**config.mk**
```make
export PLATFORM = sky130hd
export DESIGN_NAME = jk_mod_counter
export DESIGN_NICKNAME = d
export VERILOG_FILES = /design/src/rtl/jk_pkg.sv /design/src/rtl/jk_stage.sv /design/src/rtl/jk_mod_counter.sv
export SDC_FILE = /design/constraint.sdc
export NUM_CORES = 1
export LEC_CHECK = 0
export CAP_MARGIN = 20
export CORE_MARGIN = 5
export CORE_UTILIZATION = 39
export CTS_CLUSTER_SIZE = 20
export DETAILED_ROUTE_END_ITERATION = 10
export PLACE_DENSITY = 0.72
export SLEW_MARGIN = 0
export SYNTH_ARGS = -nofsm -noshare
export SYNTH_HDL_FRONTEND = slang
export SYNTH_SLANG_ARGS = --single-unit
```
**constraint.sdc**
```tcl
create_clock -name clk -period 1.5 [get_ports clk]
set_input_delay 0.225 -clock clk [delete_from_list [all_inputs] [get_ports clk]]
set_output_delay 0.225 -clock clk [all_outputs]
set_load 0.02 [all_outputs]
```
**src/rtl/jk_pkg.sv**
```systemverilog
// Shared definitions for the JK-based modulo counter.
//   JK_* : per-bit JK commands, encoded as {j, k}
//   DEFAULT_WIDTH / DEFAULT_MODULUS : default counter geometry
//   jk_cmd() : picks the JK command that moves one bit from its current to its next value
package jk_pkg;

  localparam int unsigned DEFAULT_WIDTH   = 4;
  localparam int unsigned DEFAULT_MODULUS = 10;

  typedef logic [1:0] jk_cmd_t;

  localparam jk_cmd_t JK_HOLD   = 2'b00;
  localparam jk_cmd_t JK_RESET  = 2'b01;
  localparam jk_cmd_t JK_SET    = 2'b10;
  localparam jk_cmd_t JK_TOGGLE = 2'b11;

  // Unchanged bits hold; changing bits are forced explicitly to their target value.
  function automatic jk_cmd_t jk_cmd(input logic cur, input logic nxt);
    if (cur == nxt) begin
      return JK_HOLD;
    end
    return nxt ? JK_SET : JK_RESET;
  endfunction

endpackage

```
**src/rtl/jk_stage.sv**
```systemverilog
// One JK flip-flop bit.
//   clk    : clock, rising edge
//   rst    : asynchronous active-high reset (q_o = 0, qbar_o = 1)
//   j_i    : J input
//   k_i    : K input
//   q_o    : stored bit
//   qbar_o : complement of q_o, registered alongside it so both change on the same edge
module jk_stage
  import jk_pkg::*;
(
  input  logic clk,
  input  logic rst,
  input  logic j_i,
  input  logic k_i,
  output logic q_o,
  output logic qbar_o
);

  logic q_q;
  logic q_d;
  logic qbar_q;

  always_comb begin
    q_d = q_q;
    unique case ({j_i, k_i})
      JK_HOLD:   q_d = q_q;
      JK_RESET:  q_d = 1'b0;
      JK_SET:    q_d = 1'b1;
      JK_TOGGLE: q_d = ~q_q;
    endcase
  end

  always_ff @(posedge clk or posedge rst) begin
    if (rst) begin
      q_q    <= 1'b0;
      qbar_q <= 1'b1;
    end else begin
      q_q    <= q_d;
      qbar_q <= ~q_d;
    end
  end

  assign q_o    = q_q;
  assign qbar_o = qbar_q;

endmodule

```
**src/rtl/jk_mod_counter.sv**
```systemverilog
// Up/down modulo-MODULUS counter built from WIDTH JK stages.
//   clk      : clock, rising edge
//   rst      : asynchronous active-high reset
//   en       : count enable
//   up       : direction, 1 = up, 0 = down
//   load     : synchronous parallel load (takes priority over en)
//   load_val : value to load; values >= MODULUS load 0 and set err
//   clr_err  : clears err (an illegal load on the same edge wins)
//   q / qbar : registered count and its complement
//   tc       : combinational terminal count, true when this edge will wrap
//   wrap     : one-cycle pulse the cycle after a wrap
//   err      : sticky illegal-load flag
module jk_mod_counter
  import jk_pkg::*;
#(
  parameter int unsigned WIDTH   = DEFAULT_WIDTH,
  parameter int unsigned MODULUS = DEFAULT_MODULUS
) (
  input  logic             clk,
  input  logic             rst,
  input  logic             en,
  input  logic             up,
  input  logic             load,
  input  logic [WIDTH-1:0] load_val,
  input  logic             clr_err,
  output logic [WIDTH-1:0] q,
  output logic [WIDTH-1:0] qbar,
  output logic             tc,
  output logic             wrap,
  output logic             err
);

  if (MODULUS < 2 || 64'(MODULUS) > (64'd1 << WIDTH)) begin : g_bad_modulus
    $error("jk_mod_counter: MODULUS must satisfy 2 <= MODULUS <= 2**WIDTH");
  end

  // One extra bit so MODULUS == 2**WIDTH is representable in the legality compare.
  localparam logic [WIDTH:0]   ModExt = (WIDTH+1)'(MODULUS);
  localparam logic [WIDTH-1:0] MaxVal = WIDTH'(MODULUS - 1);

  logic [WIDTH-1:0] q_d;
  logic             load_ok;
  logic             wrap_d, wrap_q;
  logic             err_d, err_q;

  assign load_ok = ({1'b0, load_val} < ModExt);

  always_comb begin
    q_d = q;
    if (load) begin
      q_d = load_ok ? load_val : '0;
    end else if (en) begin
      if (up) begin
        q_d = (q == MaxVal) ? '0 : q + 1'b1;
      end else begin
        q_d = (q == '0) ? MaxVal : q - 1'b1;
      end
    end
  end

  assign tc = en & ~load & ((up & (q == MaxVal)) | (~up & (q == '0)));

  // tc already means "this edge wraps", so the pulse is just tc delayed by one cycle.
  assign wrap_d = tc;

  always_comb begin
    err_d = err_q;
    if (load && !load_ok) begin
      err_d = 1'b1;
    end else if (clr_err) begin
      err_d = 1'b0;
    end
  end

  for (genvar i = 0; i < int'(WIDTH); i++) begin : g_stage
    jk_cmd_t cmd;
    assign cmd = jk_cmd(q[i], q_d[i]);

    jk_stage u_stage (
      .clk    (clk),
      .rst    (rst),
      .j_i    (cmd[1]),
      .k_i    (cmd[0]),
      .q_o    (q[i]),
      .qbar_o (qbar[i])
    );
  end

  always_ff @(posedge clk or posedge rst) begin
    if (rst) begin
      wrap_q <= 1'b0;
      err_q  <= 1'b0;
    end else begin
      wrap_q <= wrap_d;
      err_q  <= err_d;
    end
  end

  assign wrap = wrap_q;
  assign err  = err_q;

endmodule

```
==> results.sh, run 1 <==
export IMPL_status="finished with violations"
export IMPL_failed_checks="setup timing"
export IMPL_yosys_area_share_adder_pct=0
export IMPL_filler_cell_count=128
export IMPL_synth_cell_area_um2=618
export IMPL_muxShareOfSynthArea_pct=0
export IMPL_sw_frac_of_total_pct=34.1
export IMPL_numClockSinks=10
export IMPL_postSynthRegisterBits=10
export IMPL_share_clk_of_total_power_pct=19.7
export IMPL_total_switching_power_w=0.000312
export IMPL_worst_setup_path_type="flop to primary output"
export IMPL_synth_top_area_cell="dfrtp_1"
export IMPL_floorplan_core_area_mm2=0.00151
export IMPL_cp_data_arrival_time_ns=1.56
export IMPL_cts_root_buf="clkbuf_4"
export IMPL_setup_viol=7
export IMPL_peakVddDrop_uv=351
export IMPL_maxCapViolCount=0
export IMPL_comb_power_share_pct=43.8
export IMPL_routed_via_count=609
export IMPL_post_route_cell_area_um2=986
export IMPL_crit_end_category="primary output"
export IMPL_static_leakage_power_nw=0.427
export IMPL_numCtsBuffers=3
export IMPL_final_max_slew_viol_count=0
export IMPL_postRouteAntennaNets=0
export IMPL_worst_slew_pin_transition_ns=0.372
export IMPL_die_area_mm2=0.00248
export IMPL_period_minus_slack_ns=1.78
export IMPL_number_of_library_cell_types_mapped_by_synthesis=30
export IMPL_routed_wire_length_per_instance_um=15.4
export IMPL_post_synth_xor_area_fraction_pct=4.25
export IMPL_pre_cts_ws_ns=-0.793
export IMPL_yosys_top_cells_area="dfrtp_1, dfstp_2, buf_4"
export IMPL_seqPwrFrac_pct=36.5
export IMPL_tritoncts="done"
export IMPL_critical_path_reg2reg_startpoint="g_stage[0].u_stage.q_o$_DFF_PP0_"
export IMPL_power_internal_w=0.000603
export IMPL_antenna_cells=0
export IMPL_io_pins=21
export IMPL_post_synth_cell_area_avg_um2=8.83
export IMPL_area_share_of_the_largest_cell_type_after_synthesis_pct=24.3
export IMPL_antenna_violations_before_repair=0
export IMPL_port_buffers=20
export IMPL_initial_utilization_pct=41.0
export IMPL_synth_simple_gate_area_share_pct=19.8
export IMPL_clockBufferDepth=2
export IMPL_globalRouteTotalUtil_pct=16.2
export IMPL_fin_nets=110
export IMPL_rsz_0062_raised_after_global_routing="true"
export IMPL_area_growth_synth_to_final_pct=59.5
export IMPL_power_per_cell_area_mw_per_mm2=928
export IMPL_slew_limit_headroom_pct=75.2
export IMPL_detail_route_drc_violations=0
export IMPL_synth_top_family_by_area="simple AND/OR/NAND/NOR gates"
export IMPL_worstHoldPathType="primary input to asynchronous set/reset pin"
export IMPL_synth_yosys_seq_area_share_pct=41.3
export IMPL_die_width_um=49.8
export IMPL_dp_final_hpwl_mm=1.19
export IMPL_synth_yosys_warnings=0
export IMPL_htree_levels=1
export IMPL_period_utilisation_layout_pct=119
export IMPL_cp_required_ns=1.27
export IMPL_finalHoldViolCount=0
export IMPL_postLayoutSetupSlackWorst_ns=-0.280
export IMPL_startpoint="g_stage[3].u_stage.q_o$_DFF_PP0_"
export IMPL_avgViaCountPerCell=5.34
export IMPL_syn_nets=80
export IMPL_timing_critical_path_fanout_max=2
export IMPL_worst_clock_skew_ns=0.00285
export IMPL_max_clock_freq_ghz=0.562
export IMPL_dpl_instance_area_um2=862
export IMPL_drt_iter0_drc=2
export IMPL_grt_max_degree=11
export IMPL_die_height_um=49.8
export IMPL_worstSkewPairLatency_ns=0.26
export IMPL_clk_pin_slew_ns=0.06
export IMPL_fp_row_count=14
export IMPL_first_global_vias=654
export IMPL_dr_pass1_iters=4
export IMPL_netlist_instances=70
export IMPL_final_layout_size_suffix_gt1_share_pct=39.8
export IMPL_synth_compound_gate_area_share_pct=17.0
export IMPL_drt_wirelength_mm=1.76
export IMPL_globalRoute_totalOverflow=0
export IMPL_first_pass_grt_wire_length_mm=3.07
export IMPL_gp_congestion=0.838
export IMPL_timing_critical_path_from_type="flop"
==> placed cells by master (no fill, tap or decap), types with 2 or more instances in the layout <==
cell,netlist,final
buf_6,1,4
a21oi_2,0,3
or3_4,0,2
nor2_1,3,3
nand2_1,3,3
clkdlybuf4s50_1,0,10
nand3_1,3,3
clkbuf_4,0,3
nor3_2,0,2
o21ai_0,5,2
buf_4,8,15
o21ai_1,0,2
dfrtp_1,6,6
a21oi_1,5,2
dlygate4sd2_1,0,7
inv_1,5,5
dfstp_2,4,4
==> timing repair <==
| action | in CTS | in global routing |
|---|---|---|
| gates resized for setup | 29 | 7 |
| endpoints found under the setup margin | 15 | 8 |
| hold buffers | 0 | 0 |
| pin swaps | 8 | 5 |
| setup buffers | 5 | 1 |
==> registers in the layout, indices dropped and copies added (netlist names) <==
signal	count
err	1
g_stage.u_stage.q_o	4
g_stage.u_stage.qbar_o	4
wrap	1
==> cell usage after synthesis <==
cell type and number:
a2111oi_0 1, a21oi_1 5, a22o_1 1, a22oi_1 1, and4b_1 1, buf_2 3
buf_4 8, buf_6 1, clkbuf_1 1, dfrtp_1 6, dfstp_2 4, inv_1 5
nand2_1 3, nand2b_1 1, nand3_1 3, nor2_1 3, nor2b_1 1, nor3_1 3
nor3b_1 1, nor4_1 1, nor4b_1 1, o211ai_1 1, o21ai_0 5, o22ai_1 1
o31a_1 1, o31ai_1 1, or2_0 1, or3_1 3, xnor2_1 1, xor2_1 2
==> worst max-delay path, cell delays in order (launching register included) <==
cell and delay [ns]:
dfrtp_1 0.40, or3_4 0.38, a2111oi_4 0.31, buf_4 0.20
==> power by group through the flow <==
stage          clock, W  combinational (W)  sequential, W
2_1_floorplan         0           0.000221       0.000338
3_3_place_gp          0           0.000324       0.000338
3_5_place_dp          0           0.000330       0.000340
4_1_cts        0.000183           0.000368       0.000335
5_1_grt        0.000193           0.000436       0.000337
6_report       0.000180           0.000401       0.000334
==> per-layer routing <==
layer,vias up,GRT usage (%),share of wire [%]
met5,-,0,0
met2,18,27.3,52
li1,292,-,-
met1,295,20.0,43
met3,4,0.904,3.1
met4,0,9.17,2.2
==> through the flow <==
stage               TNS [ns]  hold WS, ns  power, W  util, %  std cells
finish                 -1.32        0.241  0.000915     65.4        114
global route           -1.79        0.301  0.000967     65.4        114
detailed placement     -2.50        0.508  0.000670     57.2        105
floorplan            -0.0418       0.0623  0.000558        -         70
global placement       -2.26        0.512  0.000662     57.2        105
CTS                   -0.546        0.259  0.000886     63.6        113
==> logic make-up (layout without fill, tap and decap cells) <==
group,count (synthesis),count (layout)
AO/OA/AOI/OAI,17,17
XOR/XNOR,3,3
buffers and inverters,18,46
flip-flops,10,10
AND/OR/NAND/NOR,22,22
==> final cells by class <==
cell class / instances / area [um2] / area share, %
Clock buffer: 3 / 22.5 / 2.28
Timing Repair Buffer: 38 / 334 / 33.9
Inverter: 5 / 18.8 / 1.90
Sequential cell: 10 / 255 / 25.9
Tap cell: 16 / 20.0 / 2.03
Multi-Input combinational cell: 42 / 335 / 34.0
==> final timing paths <==
| kind | end | slack [ns] | cells past startpoint |
|---|---|---|---|
| max in group asynchronous | g_stage[2].u_stage.qbar_o$_DFF_PP1_ | 0.95 | 2 |
| worst min register to register | wrap$_DFF_PP0_ | 0.52 | 1 |
| worst max register to register | g_stage[1].u_stage.qbar_o$_DFF_PP1_ | -0.23 | 6 |
| worst max-delay path | tc | -0.28 | 3 |
| worst min-delay path | err$_DFFE_PP0P_ | 0.24 | 2 |
| min in group clk | wrap$_DFF_PP0_ | 0.47 | 3 |
No activity file was read; power rests on OpenSTA's default activity.
==> inputs of run 2 (changes only) <==
--- a/config.mk
+++ b/config.mk
@@ -7,10 +7,10 @@
 export LEC_CHECK = 0
 export CAP_MARGIN = 20
 export CORE_MARGIN = 5
-export CORE_UTILIZATION = 39
+export CORE_UTILIZATION = 38
 export CTS_CLUSTER_SIZE = 20
 export DETAILED_ROUTE_END_ITERATION = 10
-export PLACE_DENSITY = 0.72
+export PLACE_DENSITY = 0.7
 export SLEW_MARGIN = 0
 export SYNTH_ARGS = -nofsm -noshare
 export SYNTH_HDL_FRONTEND = slang
==> results.sh, run 2 (same netlist as run 1, synthesis figures left out) <==
export IMPL_die_width_um=50.3
export IMPL_peakVddDrop_uv=427
export IMPL_filler_cell_count=138
export IMPL_area_growth_synth_to_final_pct=61.1
export IMPL_drt_iter0_drc=10
export IMPL_fp_row_count=14
export IMPL_post_route_cell_area_um2=996
export IMPL_max_clock_freq_ghz=0.559
export IMPL_setup_viol=6
export IMPL_dpl_instance_area_um2=855
export IMPL_cts_root_buf="clkbuf_4"
export IMPL_clockBufferDepth=2
export IMPL_final_common_cell="buf_4"
export IMPL_htree_levels=1
export IMPL_dpl_cells=104
export IMPL_rsz_0062_raised_after_global_routing="true"
export IMPL_die_area_mm2=0.00253
export IMPL_power_per_cell_area_mw_per_mm2=968
export IMPL_grt_max_degree=11
export IMPL_worst_setup_path_type="flop to primary output"
export IMPL_timing_critical_path_from_type="flop"
export IMPL_layout_cells_most_common_list="buf_4, clkdlybuf4s50_1, dlygate4sd2_1"
export IMPL_drt_wirelength_mm=1.66
export IMPL_floorplan_core_area_mm2=0.00152
export IMPL_worst_slew_pin_transition_ns=0.374
export IMPL_routed_wire_length_per_instance_um=14.4
export IMPL_dr_pass1_iters=4
export IMPL_numCtsBuffers=3
export IMPL_globalRoute_totalOverflow=0
export IMPL_maxCapViolCount=0
export IMPL_period_utilisation_layout_pct=119
export IMPL_postRouteAntennaNets=0
export IMPL_postLayoutSetupSlackWorst_ns=-0.289
export IMPL_numClockSinks=10
export IMPL_critical_path_reg2reg_startpoint="g_stage[0].u_stage.q_o$_DFF_PP0_"
export IMPL_hold_buffers=0
export IMPL_gp_congestion=0.752
export IMPL_slew_limit_headroom_pct=75.0
export IMPL_antenna_violations_before_repair=0
export IMPL_static_leakage_power_nw=0.447
export IMPL_cp_data_arrival_time_ns=1.56
export IMPL_period_minus_slack_ns=1.79
export IMPL_die_height_um=50.3
export IMPL_tritoncts="done"
export IMPL_fin_nets=110
export IMPL_fin_hold_ws_ns=0.219
export IMPL_worstSkewPairLatency_ns=0.28
export IMPL_final_max_slew_viol_count=0
export IMPL_finalNonFillerCells=115
export IMPL_clk_pin_slew_ns=0.07
export IMPL_initial_utilization_pct=40.6
export IMPL_final_core_utilization_pct=65.4
export IMPL_failed_checks="setup timing"
export IMPL_ff2ff_setup_slack_ns=-0.16
export IMPL_routed_via_count=605
export IMPL_port_buffers=20
export IMPL_antenna_cells=0
export IMPL_final_tns_setup_ns=-0.820
export IMPL_avgViaCountPerCell=5.26
export IMPL_globalRouteTotalUtil_pct=13.8
export IMPL_worstHoldPathType="primary input to asynchronous set/reset pin"
export IMPL_finalHoldViolCount=0
export IMPL_cp_required_ns=1.27
export IMPL_worst_clock_skew_ns=0.00567
export IMPL_first_global_vias=582
export IMPL_final_layout_size_suffix_gt1_share_pct=40.4
export IMPL_dp_final_hpwl_mm=1.09
export IMPL_timing_critical_path_fanout_max=2
export IMPL_detail_route_drc_violations=0
export IMPL_first_pass_grt_wire_length_mm=2.59
export IMPL_startpoint="g_stage[3].u_stage.q_o$_DFF_PP0_"
export IMPL_status="finished with violations"
export IMPL_io_pins=21
export IMPL_crit_end_category="primary output"
-- run 2: per-stage QoR --
stage | setup slack, ns | total power, W
global placement | -0.771 | 0.000655
global route | -0.322 | 0.00102
CTS | -0.331 | 0.000949
finish | -0.289 | 0.000964
floorplan | -0.0418 | 0.000558
detailed placement | -0.796 | 0.000663
-- run 2: layout make-up --
cell class / instances / area, um2 / area share (%)
well taps: 16 / 20.0 / 2.01
multi-input cells: 42 / 330 / 33.2
clock buffers: 4 / 36.3 / 3.64
flip-flops and latches: 10 / 255 / 25.6
inverters: 5 / 18.8 / 1.88
repair buffers: 38 / 335 / 33.7
-- run 2: report_power, final --
part	internal, W	switching, W	total [W]
Combinational	0.000190	0.000198	0.000388
Clock	0.000148	0.000100	0.000248
Sequential	0.000312	0.0000160	0.000328
Total	0.000650	0.000314	0.000964
-- run 2: repair_timing --
action	CTS	global route
setup endpoints to repair	13	9
gates resized for setup	26	7
setup buffers	7	1
pin swaps	6	6
-- run 2: worst max-delay path, stage by stage, from the launching register on --
cell and delay (ns):
dfrtp_1 0.39, or3_4 0.38, a2111oi_4 0.32, buf_4 0.20
-- run 2: routing by layer --
| layer | vias up | share of wire [%] | GRT usage [%] |
|---|---|---|---|
| met1 | 285 | 40 | 14.4 |
| met3 | 7 | 6.0 | 2.07 |
| met2 | 20 | 50 | 25.1 |
| met5 | - | 0 | 0 |
| met4 | 0 | 3.3 | 8.94 |
| li1 | 293 | - | - |
-- run 2: final timing paths --
| check | to | depth (start not counted) |
|---|---|---|
| min in group clk | wrap$_DFF_PP0_ | 3 |
| max reg2reg | g_stage[1].u_stage.qbar_o$_DFF_PP1_ | 6 |
| min reg2reg | wrap$_DFF_PP0_ | 1 |
| max in group asynchronous | g_stage[2].u_stage.qbar_o$_DFF_PP1_ | 2 |
| max | tc | 3 |
| min | g_stage[1].u_stage.q_o$_DFF_PP0_ | 2 |
==> inputs of run 3 (changes only) <==
--- a/config.mk
+++ b/config.mk
@@ -8,6 +8,7 @@
 export CAP_MARGIN = 20
 export CORE_MARGIN = 5
 export CORE_UTILIZATION = 38
+export CTS_CLUSTER_DIAMETER = 200
 export CTS_CLUSTER_SIZE = 20
 export DETAILED_ROUTE_END_ITERATION = 10
 export PLACE_DENSITY = 0.7
==> results of run 3 <==
No change in the layout: final DEF, timing and power equal those of run 2.
